File: src/rtl/fetch_stage.sv
// fetch_stage: MIPS instruction-fetch stage and IF/ID register with req/ack imem handshake.
// Optional FETCH_STATS_EN adds fetchCount/bubbleCount counters.
module fetch_stage #(
  parameter logic [31:0] RESET_PC = 32'h0000_0000
) (
  input  logic        clk,
  input  logic        rst_n,
  output logic        imemReq,
  output logic [31:0] imemAddr,
  input  logic        imemAck,
  input  logic [31:0] imemRdata,
  input  logic        stallD,
  input  logic        flushD,
  input  logic        pcSrcD,
  input  logic [31:0] pcBranchD,
  input  logic        jumpD,
  output logic [31:0] instrD,
  output logic [31:0] pcPlus4D,
  output logic        validD,
  output logic [5:0]  opD,
  output logic [5:0]  functD
`ifdef FETCH_STATS_EN
  ,
  output logic [31:0] fetchCount,
  output logic [31:0] bubbleCount
`endif
);
  typedef enum logic [1:0] {REQ, HOLD, DROP} state_e;
  state_e state_q, state_d;
  logic [31:0] pc_q, pc_d, req_addr_q, req_addr_d, buf_instr_q, buf_instr_d;
  logic [31:0] instr_q, instr_d, pc4_q, pc4_d, addr_q, addr_d;
  logic        valid_q, valid_d, req_q, req_d;
  logic        redir, hold, word_ok, load;
  logic [31:0] target, pc_plus4, word;
  assign redir    = (pcSrcD | jumpD) & ~stallD;
  assign target   = pcSrcD ? pcBranchD : {pc4_q[31:28], instr_q[25:0], 2'b00};
  assign pc_plus4 = pc_q + 32'd4;
  assign hold     = stallD & ~flushD;
  assign load     = word_ok & ~flushD;
  always_comb begin
    state_d     = state_q;
    pc_d        = pc_q;
    req_addr_d  = req_addr_q;
    buf_instr_d = buf_instr_q;
    word_ok     = 1'b0;
    word        = buf_instr_q;
    case (state_q)
      REQ: begin
        word = imemRdata;
        if (imemAck & redir) pc_d = target;
        else if (imemAck & ~stallD) begin
          word_ok = 1'b1;
          pc_d    = pc_plus4;
        end else if (imemAck) begin
          buf_instr_d = imemRdata;
          state_d     = HOLD;
        end else if (redir) begin
          req_addr_d = pc_q;
          pc_d       = target;
          state_d    = DROP;
        end
      end
      HOLD: begin
        if (redir) begin
          pc_d    = target;
          state_d = REQ;
        end else if (~stallD) begin
          word_ok = 1'b1;
          pc_d    = pc_plus4;
          state_d = REQ;
        end
      end
      DROP: begin
        // the old request stays on the bus until acked; only pcF follows redirects
        if (redir) pc_d = target;
        if (imemAck) state_d = REQ;
      end
      default: state_d = REQ;
    endcase
    instr_d = load ? word : hold ? instr_q : '0;
    valid_d = load ? 1'b1 : hold & valid_q;
    pc4_d   = load ? pc_plus4 : pc4_q;
    req_d   = state_d != HOLD;
    addr_d  = state_d == DROP ? req_addr_d : pc_d;
  end
  always_ff @(posedge clk or negedge rst_n) begin
    if (!rst_n) begin
      state_q     <= REQ;
      pc_q        <= RESET_PC;
      req_addr_q  <= RESET_PC;
      buf_instr_q <= '0;
      instr_q     <= '0;
      pc4_q       <= '0;
      valid_q     <= 1'b0;
      req_q       <= 1'b1;
      addr_q      <= RESET_PC;
    end else begin
      state_q     <= state_d;
      pc_q        <= pc_d;
      req_addr_q  <= req_addr_d;
      buf_instr_q <= buf_instr_d;
      instr_q     <= instr_d;
      pc4_q       <= pc4_d;
      valid_q     <= valid_d;
      req_q       <= req_d;
      addr_q      <= addr_d;
    end
  end
  assign imemReq  = req_q;
  assign imemAddr = addr_q;
  assign instrD   = instr_q;
  assign pcPlus4D = pc4_q;
  assign validD   = valid_q;
  assign opD      = instr_q[31:26];
  assign functD   = instr_q[5:0];
`ifdef FETCH_STATS_EN
  logic [31:0] fetch_cnt_q, fetch_cnt_d, bubble_cnt_q, bubble_cnt_d;
  always_comb begin
    fetch_cnt_d  = fetch_cnt_q + {31'd0, load};
    bubble_cnt_d = bubble_cnt_q + {31'd0, ~hold & ~load};
  end
  always_ff @(posedge clk or negedge rst_n) begin
    if (!rst_n) begin
      fetch_cnt_q  <= '0;
      bubble_cnt_q <= '0;
    end else begin
      fetch_cnt_q  <= fetch_cnt_d;
      bubble_cnt_q <= bubble_cnt_d;
    end
  end
  assign fetchCount  = fetch_cnt_q;
  assign bubbleCount = bubble_cnt_q;
`endif
endmodule
File: config.mk
export PLATFORM = sky130hd
export DESIGN_NAME = fetch_stage
export DESIGN_NICKNAME = d
export VERILOG_FILES = /design/src/rtl/fetch_stage.sv
export SDC_FILE = /design/constraint.sdc
export NUM_CORES = 1
export LEC_CHECK = 0
export CAP_MARGIN = 15
export CORE_UTILIZATION = 45
export DETAILED_ROUTE_END_ITERATION = 8
export MAX_ROUTING_LAYER = met4
export PLACE_DENSITY = 0.67
export SLEW_MARGIN = 20
export SYNTH_ARGS = -nofsm -noshare
export SYNTH_HDL_FRONTEND = slang
export SYNTH_SLANG_ARGS = --single-unit
File: constraint.sdc
create_clock -name clk -period 5.3 [get_ports clk]
set_input_delay 0.53 -clock clk [delete_from_list [all_inputs] [get_ports clk]]
set_output_delay 0.53 -clock clk [all_outputs]
set_load 0.01 [all_outputs]
==> results of run 1 <==
synth_stat cells, types with 4 or more instances:
library cell  count  area share (%)
a21o_1            4            0.31
a21oi_1          38             2.0
a221oi_1          4            0.36
a22oi_1          11            0.86
a311oi_1          4            0.36
a31oi_1           6            0.39
and2_1            5            0.32
and3_1            6            0.39
buf_2             7            0.36
buf_4            13             1.0
clkbuf_1         64             2.5
dfrtp_1         195              51
inv_1             8            0.31
mux2_2           51             6.0
mux2i_1          39             4.1
nand2_1         206             8.0
nand2b_1          5            0.32
nand3_1          16            0.83
nand4_1          10            0.65
nor2_1           57             2.2
nor2b_1           5            0.32
nor3_1           14            0.73
nor4_1           10            0.65
o21a_1            5            0.39
o21ai_0          88             4.6
o22a_1            5            0.45
o22ai_1          13            0.84
o31ai_1           6            0.47
o32a_1            4            0.42
or2_2             7            0.45
xnor2_1          22             2.0
xor2_1           11             1.0
routing by layer:
layer	part of all wire, %	track usage, %	wire (um)
met5	0	-	0
met4	1.9	8.09	565
met3	7.0	5.15	2080
met2	45	43.5	13500
met1	46	40.1	13700
sequential cells by signal, indices dropped and copies added, names as in the netlist:
name,cells
buf_instr_q,32
imemAddr,32
imemReq,1
instrD,32
pcPlus4D,32
pc_q,32
req_addr_q,32
state_q,2
validD,1
placed cells by master (no fill, tap or decap), drive strengths merged, types with 4 or more instances in the layout:
cell type,netlist,final
a21oi,38,38
clkdlybuf4s50,0,178
nand2,206,206
nor2b,5,5
nand2b,5,5
nand4,12,12
o21a,5,5
a21o,4,4
o22ai,13,13
o31ai,6,6
buf,23,17
clkinv,2,7
o21ai,89,89
clkbuf,64,21
nand3,16,16
o311ai,4,4
a22oi,11,11
o22a,5,5
or4,4,4
xnor2,22,22
a31oi,6,6
dfrtp,195,195
or2,7,7
xor2,11,11
and3,7,7
mux2,53,53
nor3,14,14
and2,5,5
mux2i,39,39
a221oi,4,4
o32a,4,4
nor4,10,10
nor2,57,57
inv,8,14
a311oi,4,4
cell families after synthesis:
group	count (synthesis)	synth area share (%)
xor+xnor	33	3.00
flops	196	51.0
compound gates	226	14.9
buf+inv	97	4.38
mux	92	10.3
fa+ha+maj	1	0.130
simple gates	355	16.4
worst min-delay path by stage:
stage	startpoint	slack (ns)	end	cells after the start
after floorplan	rst_n	0.23	buf_instr_q[0]	0
after global placement	req_addr_q[2]	0.45	req_addr_q[2]	2
after detailed placement	req_addr_q[10]	0.45	req_addr_q[10]	2
after CTS	rst_n	0.15	pcPlus4D[26]	1
after global routing	rst_n	0.18	pcPlus4D[26]	1
final	rst_n	0.11	pcPlus4D[15]	1
worst max-delay path: cells and delay by family, from the launching register on:
family,cells,cell delay (ns)
muxes,2,0.66
AOI/OAI and AO/OA,1,0.18
DFF,1,0.52
adders and majority gates,1,0.34
and+or+nand+nor,3,1.64
through the flow:
step | hold WS, ns | total power, mW | setup slack (ns)
finish | 0.105 | 4.39 | 1.84
global route | 0.181 | 4.59 | 1.63
CTS | 0.151 | 4.40 | 1.88
detailed placement | 0.453 | 3.10 | 1.63
global placement | 0.448 | 3.08 | 1.76
floorplan | 0.234 | 2.56 | 2.40
cell type report:
cell class              instances  area (um^2)
repair buffers                196         1930
well taps                     275          344
flip-flops and latches        196         4910
inverters                      10         37.5
clock inverters                12          134
clock buffers                  20          457
multi-input cells             707         4320
fillers                      1838         8890
power by group:
part	internal, mW	switching, mW
Combinational	0.541	0.522
Clock	0.692	0.615
Sequential	1.78	0.241
==> flow_summary_export.csv, run 1 <==
group,metric,value,unit
critical_path,critPathKind,"register to register",
floorplanning,die_w,148,um
global_route,grt_max_degree,113,
sta,finalCriticalPeriod,3.46,ns
cts,clkSinkCount,196,
sta,setup_violations,0,
critical_path,worstSetupEndpoint,"imemAddr[30]",
status,status,"completed",
place,io_buffers,180,
yosys,synthArstFlopShare,100,%
critical_path,r2r-end,"imemAddr[30]",
floorplanning,coreArea,21000,um^2
global_route,globalRouteOverflowTotal,0,
cts,htree_levels,4,
sta,rsz0062_at_grt,"no",
yosys,syn_area_per_cell,9.63,um^2
pwr,power.density,362,nW/um^2
critical_path,crit_slowest_cell,"or4_1",
critical_path,cp_common_cell,"mux2_1",
detailed_routing,vias_per_cell,5.78,
critical_path,reg2reg_depth,7,
place,dp_hpwl,21400,um
critical_path,crit_path_start,"pc_q[2]",
layout,nets,1200,
yosys,synthDistinctLibCells,66,
detailed_routing,drtAntennaViolNets,0,
cts,clock_latency,0.45,ns
critical_path,cp.arrival,3.79,ns
floorplanning,start_util,45.8,%
yosys,ys.flop_type,"dfrtp_1",
yosys,yosys_register_bits,196,
sta,tns,0,ns
hold_path,hold_class,"input pin to async pin",
cts,cts_buffer_depth,2,
critical_path,end_kind,"register",
detailed_routing,dr.pass1.iters,5,
layout,fin_area,12100,um^2
cts,cts_tree,"built",
sta,fmax,289,MHz
yosys,ys_warn_count,0,
layout,fin_util,57.7,%
detailed_routing,detail_route.wl_per_cell,21.1,um
critical_path,max_stage_delay,0.79,ns
sta,hold_viol_final,0,
cts,cts_hold_buf,0,
floorplanning,die_area,22000,um^2
floorplanning,io_pins,181,
floorplanning,fp.dieH,148,um
global_route,grt_pass1_wl,46100,um
layout,fin_cells,1416,
yosys,syn_inst,1000,
critical_path,critPathRequiredTime,5.63,ns
sta,clock_skew,0.0129,ns
cts,post-cts-setup-buffers,0,
cts,cts_root_buf,"clkbuf_16",
sta,fin_crit_sh,65.4,%
layout,drive_gt1_share,10.9,%
flow_run,maxCapViolations,0,
detailed_routing,route.detailed.drc,0,
yosys,synth_edf_count,0,
place,placed_area,11500,um^2
global_route,grt_pass1_vias,7946,
detailed_routing,vias,8181,
cts,clk_pin_slew_worst_paths,0.08,ns
sta,slew_violations,0,
place,post-place-cells,1384,
yosys,yosysSeqAreaShare,51.0,%
layout,syn_to_final_growth,26.1,%
yosys,syn_nets,1072,
cts,postCtsResizedCells,0,
detailed_routing,drt_iter0_drc,659,
critical_path,r2r_start,"pc_q[2]",
sta,max_slew_margin,34.8,%
pwr,p_leak,5.18,nW
global_route,antenna_found_initial,0,
place,gp_congestion,0.944,
critical_path,path_cells,"ha_1 -> nand3_1 -> or4_1 -> nor4_1 -> mux2_1 -> o21a_1 -> mux2_1",
sta,worstMarginPinSlew,0.977,ns
yosys,syn_area,9630,um^2
pwr,ir_drop,0.214,mV
cts,numCtsBuffers,17,
layout,antennaDiodeCount,0,
critical_path,crit_fanout,10,
critical_path,r2r_slack,1.84,ns
detailed_routing,totalWireLength,29800,um
global_route,grt_usage,28.9,%
floorplanning,rows,53,
critical_path,crit_path_start_kind,"register",
Power figures use the tool's default switching activity.
==> inputs of run 2 (changes only) <==
PLACE_DENSITY = 0.69   (was 0.67)
clock period = 2.78 ns   (was 5.3 ns; I/O delays follow)
==> run 2 against run 1 <==
Combinational power grew 120%. Sequential power grew 84%. Core utilization grew 3.4 points. First-iteration DRC count shrank 6.2%. Maximum frequency grew 27%. Critical path depth shrank 1. Clock skew grew 0.0044 ns. Via count grew 3.4%. Sequential share of layout area shrank 2.2 points. Sequential cell count is the same. Critical endpoint is now imemAddr[31].
==> flow_summary_export.csv, run 2 (synthesis gave the netlist of run 1 again) <==
group,metric,value,unit
status,status,"completed",
critical_path,crit_path_start,"pc_q[4]",
flow_run,maxCapViolations,0,
detailed_routing,dr.pass1.iters,7,
critical_path,max_stage_delay,0.58,ns
floorplanning,fp.dieH,148,um
critical_path,path_cells,"nand4_4 -> or4_4 -> or4_4 -> and3_4 -> o32a_1 -> mux2_2",
cts,clkSinkCount,196,
global_route,grt_max_degree,88,
floorplanning,coreArea,21000,um^2
floorplanning,die_area,22000,um^2
critical_path,r2r_start,"pc_q[4]",
pwr,ir_drop,0.380,mV
floorplanning,start_util,45.8,%
layout,drive_gt1_share,17.2,%
detailed_routing,vias_per_cell,5.64,
layout,antennaDiodeCount,0,
critical_path,crit_path_start_kind,"register",
sta,hold_viol_final,0,
sta,fin_hold_ws,0.311,ns
floorplanning,rows,53,
sta,tns,0,ns
critical_path,cp_common_cell,"or4_4",
sta,worstMarginPinSlew,0.711,ns
place,gp_congestion,0.954,
sta,fin_crit_sh,98.2,%
place,io_buffers,180,
hold_path,hold_class,"input pin to async pin",
detailed_routing,vias,8457,
sta,fmax,366,MHz
pwr,power.density,667,nW/um^2
cts,cts_buffer_depth,2,
sta,rsz0062_at_grt,"no",
global_route,globalRouteOverflowTotal,0,
sta,max_slew_margin,52.6,%
layout,layout_common_cells,"nand2_1, dfrtp_1, clkdlybuf4s50_1",
critical_path,crit_fanout,7,
sta,clock_skew,0.0172,ns
sta,setup_violations,0,
cts,post-cts-setup-buffers,0,
floorplanning,io_pins,181,
cts,clk_pin_slew_worst_paths,0.08,ns
global_route,antenna_found_initial,0,
layout,fin_util,61.1,%
cts,numCtsBuffers,17,
layout,nets,1283,
critical_path,critPathRequiredTime,3.10,ns
cts,cts_root_buf,"clkbuf_16",
detailed_routing,detail_route.wl_per_cell,22.0,um
layout,syn_to_final_growth,33.4,%
global_route,grt_usage,32.1,%
critical_path,crit_slowest_cell,"or4_4",
cts,clock_latency,0.45,ns
layout,final_common_cell,"nand2_1",
floorplanning,die_w,148,um
sta,setup_ws,0.0511,ns
critical_path,cp.arrival,3.05,ns
cts,cts_tree,"built",
place,place_ws,0.0775,ns
sta,finalCriticalPeriod,2.73,ns
pwr,total_power,8.57,mW
detailed_routing,totalWireLength,33000,um
critical_path,end_kind,"register",
detailed_routing,drt_iter0_drc,618,
detailed_routing,drtAntennaViolNets,0,
place,dp_hpwl,24700,um
critical_path,critPathKind,"register to register",
global_route,grt_pass1_vias,8291,
global_route,grt_pass1_wl,50600,um
sta,slew_violations,0,
critical_path,reg2reg_depth,6,
detailed_routing,route.detailed.drc,0,
cts,htree_levels,4,
pwr,p_leak,5.60,nW
[run 2: path summary, 6_finish.rpt]
kind / endpoint / slack [ns]
worst max-delay path: imemAddr[31] / 0.05
worst min-delay path: imemAddr[27] / 0.31
worst max register to register: imemAddr[31] / 0.05
worst min register to register: req_addr_q[19] / 0.47
max in group asynchronous: imemReq / 1.67
min in group clk: pc_q[0] / 0.35
[run 2: area by class of cell]
class,count,area [um^2]
flip-flops and latches,196,4910
well taps,275,344
multi-input cells,707,4340
repair buffers,279,2630
inverters,10,37.5
clock buffers,18,439
fillers,1834,8180
clock inverters,14,145
[run 2: worst max-delay path, delay by kind of cell (launching register included)]
kind               cells  cell delay (ns)
and+or+nand+nor        4             1.48
AOI/OAI and AO/OA      1             0.36
DFF                    1             0.50
muxes                  1             0.27
[run 2: stage by stage]
step                instance area (um^2)  instances
floorplan                           9640       1000
global placement                   12200       1466
detailed placement                 12200       1466
CTS                                12800       1499
global route                       12800       1499
finish                             12800       1499
[run 2: report_power, final]
group	leakage (nW)	total, mW	internal [mW]	switching, mW
Clock	0.288	2.47	1.22	1.25
Sequential	2.48	3.72	3.39	0.330
Combinational	2.83	2.37	1.19	1.18
Total	5.60	8.57	5.81	2.76
[run 2: routing by layer]
| metal | wire length, um | part of all wire [%] | GRT usage (%) | up-vias |
|---|---|---|---|---|
| met2 | 15000 | 45 | 47.2 | 383 |
| met1 | 15100 | 46 | 45.3 | 4111 |
| met5 | 0 | 0 | - | - |
| met4 | 653 | 2.0 | 9.07 | 0 |
| met3 | 2310 | 7.0 | 5.77 | 35 |
| li1 | - | - | - | 3928 |
[run 2: repair_timing]
action / 4_1_cts / 5_1_grt
setup endpoints to repair: 0 / 5
hold buffers: 1 / 0
gates resized for setup: 0 / 3
endpoints found under the hold margin: 35 / 0
==> variant (settings of run 2) <==
Re-encode `state_e` (3 states) as one-hot, 3 bits wide.
--- a/src/rtl/fetch_stage.sv
+++ b/src/rtl/fetch_stage.sv
@@ -26,5 +26,5 @@
 `endif
 );
-  typedef enum logic [1:0] {REQ, HOLD, DROP} state_e;
+  typedef enum logic [2:0] {REQ = 3'b001, HOLD = 3'b010, DROP = 3'b100} state_e;
   state_e state_q, state_d;
   logic [31:0] pc_q, pc_d, req_addr_q, req_addr_d, buf_instr_q, buf_instr_d;
Check against the original RTL: same outputs for any inputs over 4 cycles, from zero or initial values and one cycle with rst_n low; so few cycles prove little.
==> variant against run 2 <==
Setup slack better by 140 ps; sequential cell count is 1 higher; power is 28% higher; clock power is 4% higher; final area is 2.7% lower; worst hold slack better by 22 ps; routed wire length is 16% lower; utilization is 2.0 points lower; synthesized area is 1.2% higher; critical path type unchanged; highest routed layer unchanged.
==> variant: results (changes against run 2) <==
Synth Net Count=1002 (was 1072); gr usage total=0.2655 (was 0.3208); crit-path max cell delay=750 ps (was 580 ps); outcome=finished, final reports clean (unchanged); DRT Wirelength=27770 µm (was 33030 µm); largest cells by area after synthesis=dfrtp_1 (50%), mux2_2 (8.7%), mux2i_1 (4.7%) (was dfrtp_1 (51%), nand2_1 (8.0%), mux2_2 (6.0%)); Post-synth top cells=dfrtp_1 (195), nand2_1 (109), o21ai_0 (84) (was nand2_1 (206), dfrtp_1 (195), o21ai_0 (88)); Netlist cell types=81 (was 66); Critical Path AT=2890 ps (was 3050 ps); WL per Instance=20.18 µm (was 22.03 µm); largest net degree at the start of global routing=95 (was 88); DRT Pass-1 Iters=5 (was 7); Layout Nets=1160 (was 1283); Worst VDD drop=0.5473 mV (was 0.3799 mV); routability cong.=0.9358 (was 0.9544); Inst Count DP=1343 (was 1466); slowest stage cell on the critical path=dfrtp_1 (was or4_4); number of buffers added on ports=180 (unchanged); vias in the first global route=7677 (was 8291); Post-Syn Instances=930 (was 1000); hpwl dp=20040 µm (was 24660 µm); Post-Place Cell Area=11880 µm² (was 12240 µm²); fin worst setup slack=187.5 ps (was 51.09 ps); sequential share of the synthesized area=0.5062 (was 0.5096); Max FO, Critical Path=18 (was 7); drt initial violations=568 (was 618); pre-CTS setup slack=285.4 ps (was 77.55 ps); slew at the pin closest to its max-slew limit=797.8 ps (was 711.3 ps); layout cell share with drive strength beyond 1=0.1608 (was 0.1724); first-pass GRT wire length=43170 µm (was 50630 µm); Leak=5.257 nW (was 5.597 nW); Ys Warns=0 (unchanged); Clock Skews=12.67 ps (was 17.23 ps); Via density=5.715 (was 5.642)
[variant: power breakdown]
part	total [mW]	switching, mW	internal [mW]
Clock	2.56	1.31	1.25
Combinational	3.78	1.78	2.00
Sequential	4.63	0.750	3.88
Total	11.0	3.84	7.12
[variant: cells by family after synthesis]
family,Yosys count,share of synthesized area
AOI/OAI and AO/OA,217,0.1457
xor gates and xnor gates,28,0.02594
adders and majority gates,1,0.001284
buffers and inverters,97,0.04943
DFF,197,0.5062
muxes,126,0.1397
and+or+nand+nor,264,0.1317
[variant: path summary, 6_finish.rpt]
check,startpoint,endpoint,slack [ps],cells past startpoint
worst max-delay path,state_q[2]$_DFF_PN0_,imemAddr[30]$_DFF_PN0_,190,6
worst min-delay path,rst_n,pcPlus4D[9]$_DFFE_PN0P_,330,2
worst max register to register,state_q[2]$_DFF_PN0_,imemAddr[30]$_DFF_PN0_,190,6
worst min register to register,pcPlus4D[14]$_DFFE_PN0P_,pcPlus4D[14]$_DFFE_PN0P_,480,2
max in group asynchronous,rst_n,pc_q[24]$_DFF_PN0_,1610,3
min in group clk,pcBranchD[0],pc_q[0]$_DFF_PN0_,430,3
[variant: timing repair]
action / CTS / global route
gates resized for setup: 0 / 0
endpoints found under the hold margin: 42 / 0
hold buffers: 1 / 0
[variant: metal layers]
metal | GRT usage | part of all wire
met5 | - | 0
met4 | 0.08520 | 0.023
met3 | 0.06758 | 0.086
met2 | 0.3928 | 0.45
met1 | 0.3566 | 0.45
[variant: layout make-up]
cell class	count	area [µm²]
clock buffers	17	425.4
clock inverters	15	191.4
fillers	1847	8652
inverters	13	48.80
multi-input cells	636	4347
flip-flops and latches	197	4932
well taps	275	344.1
repair buffers	223	2213
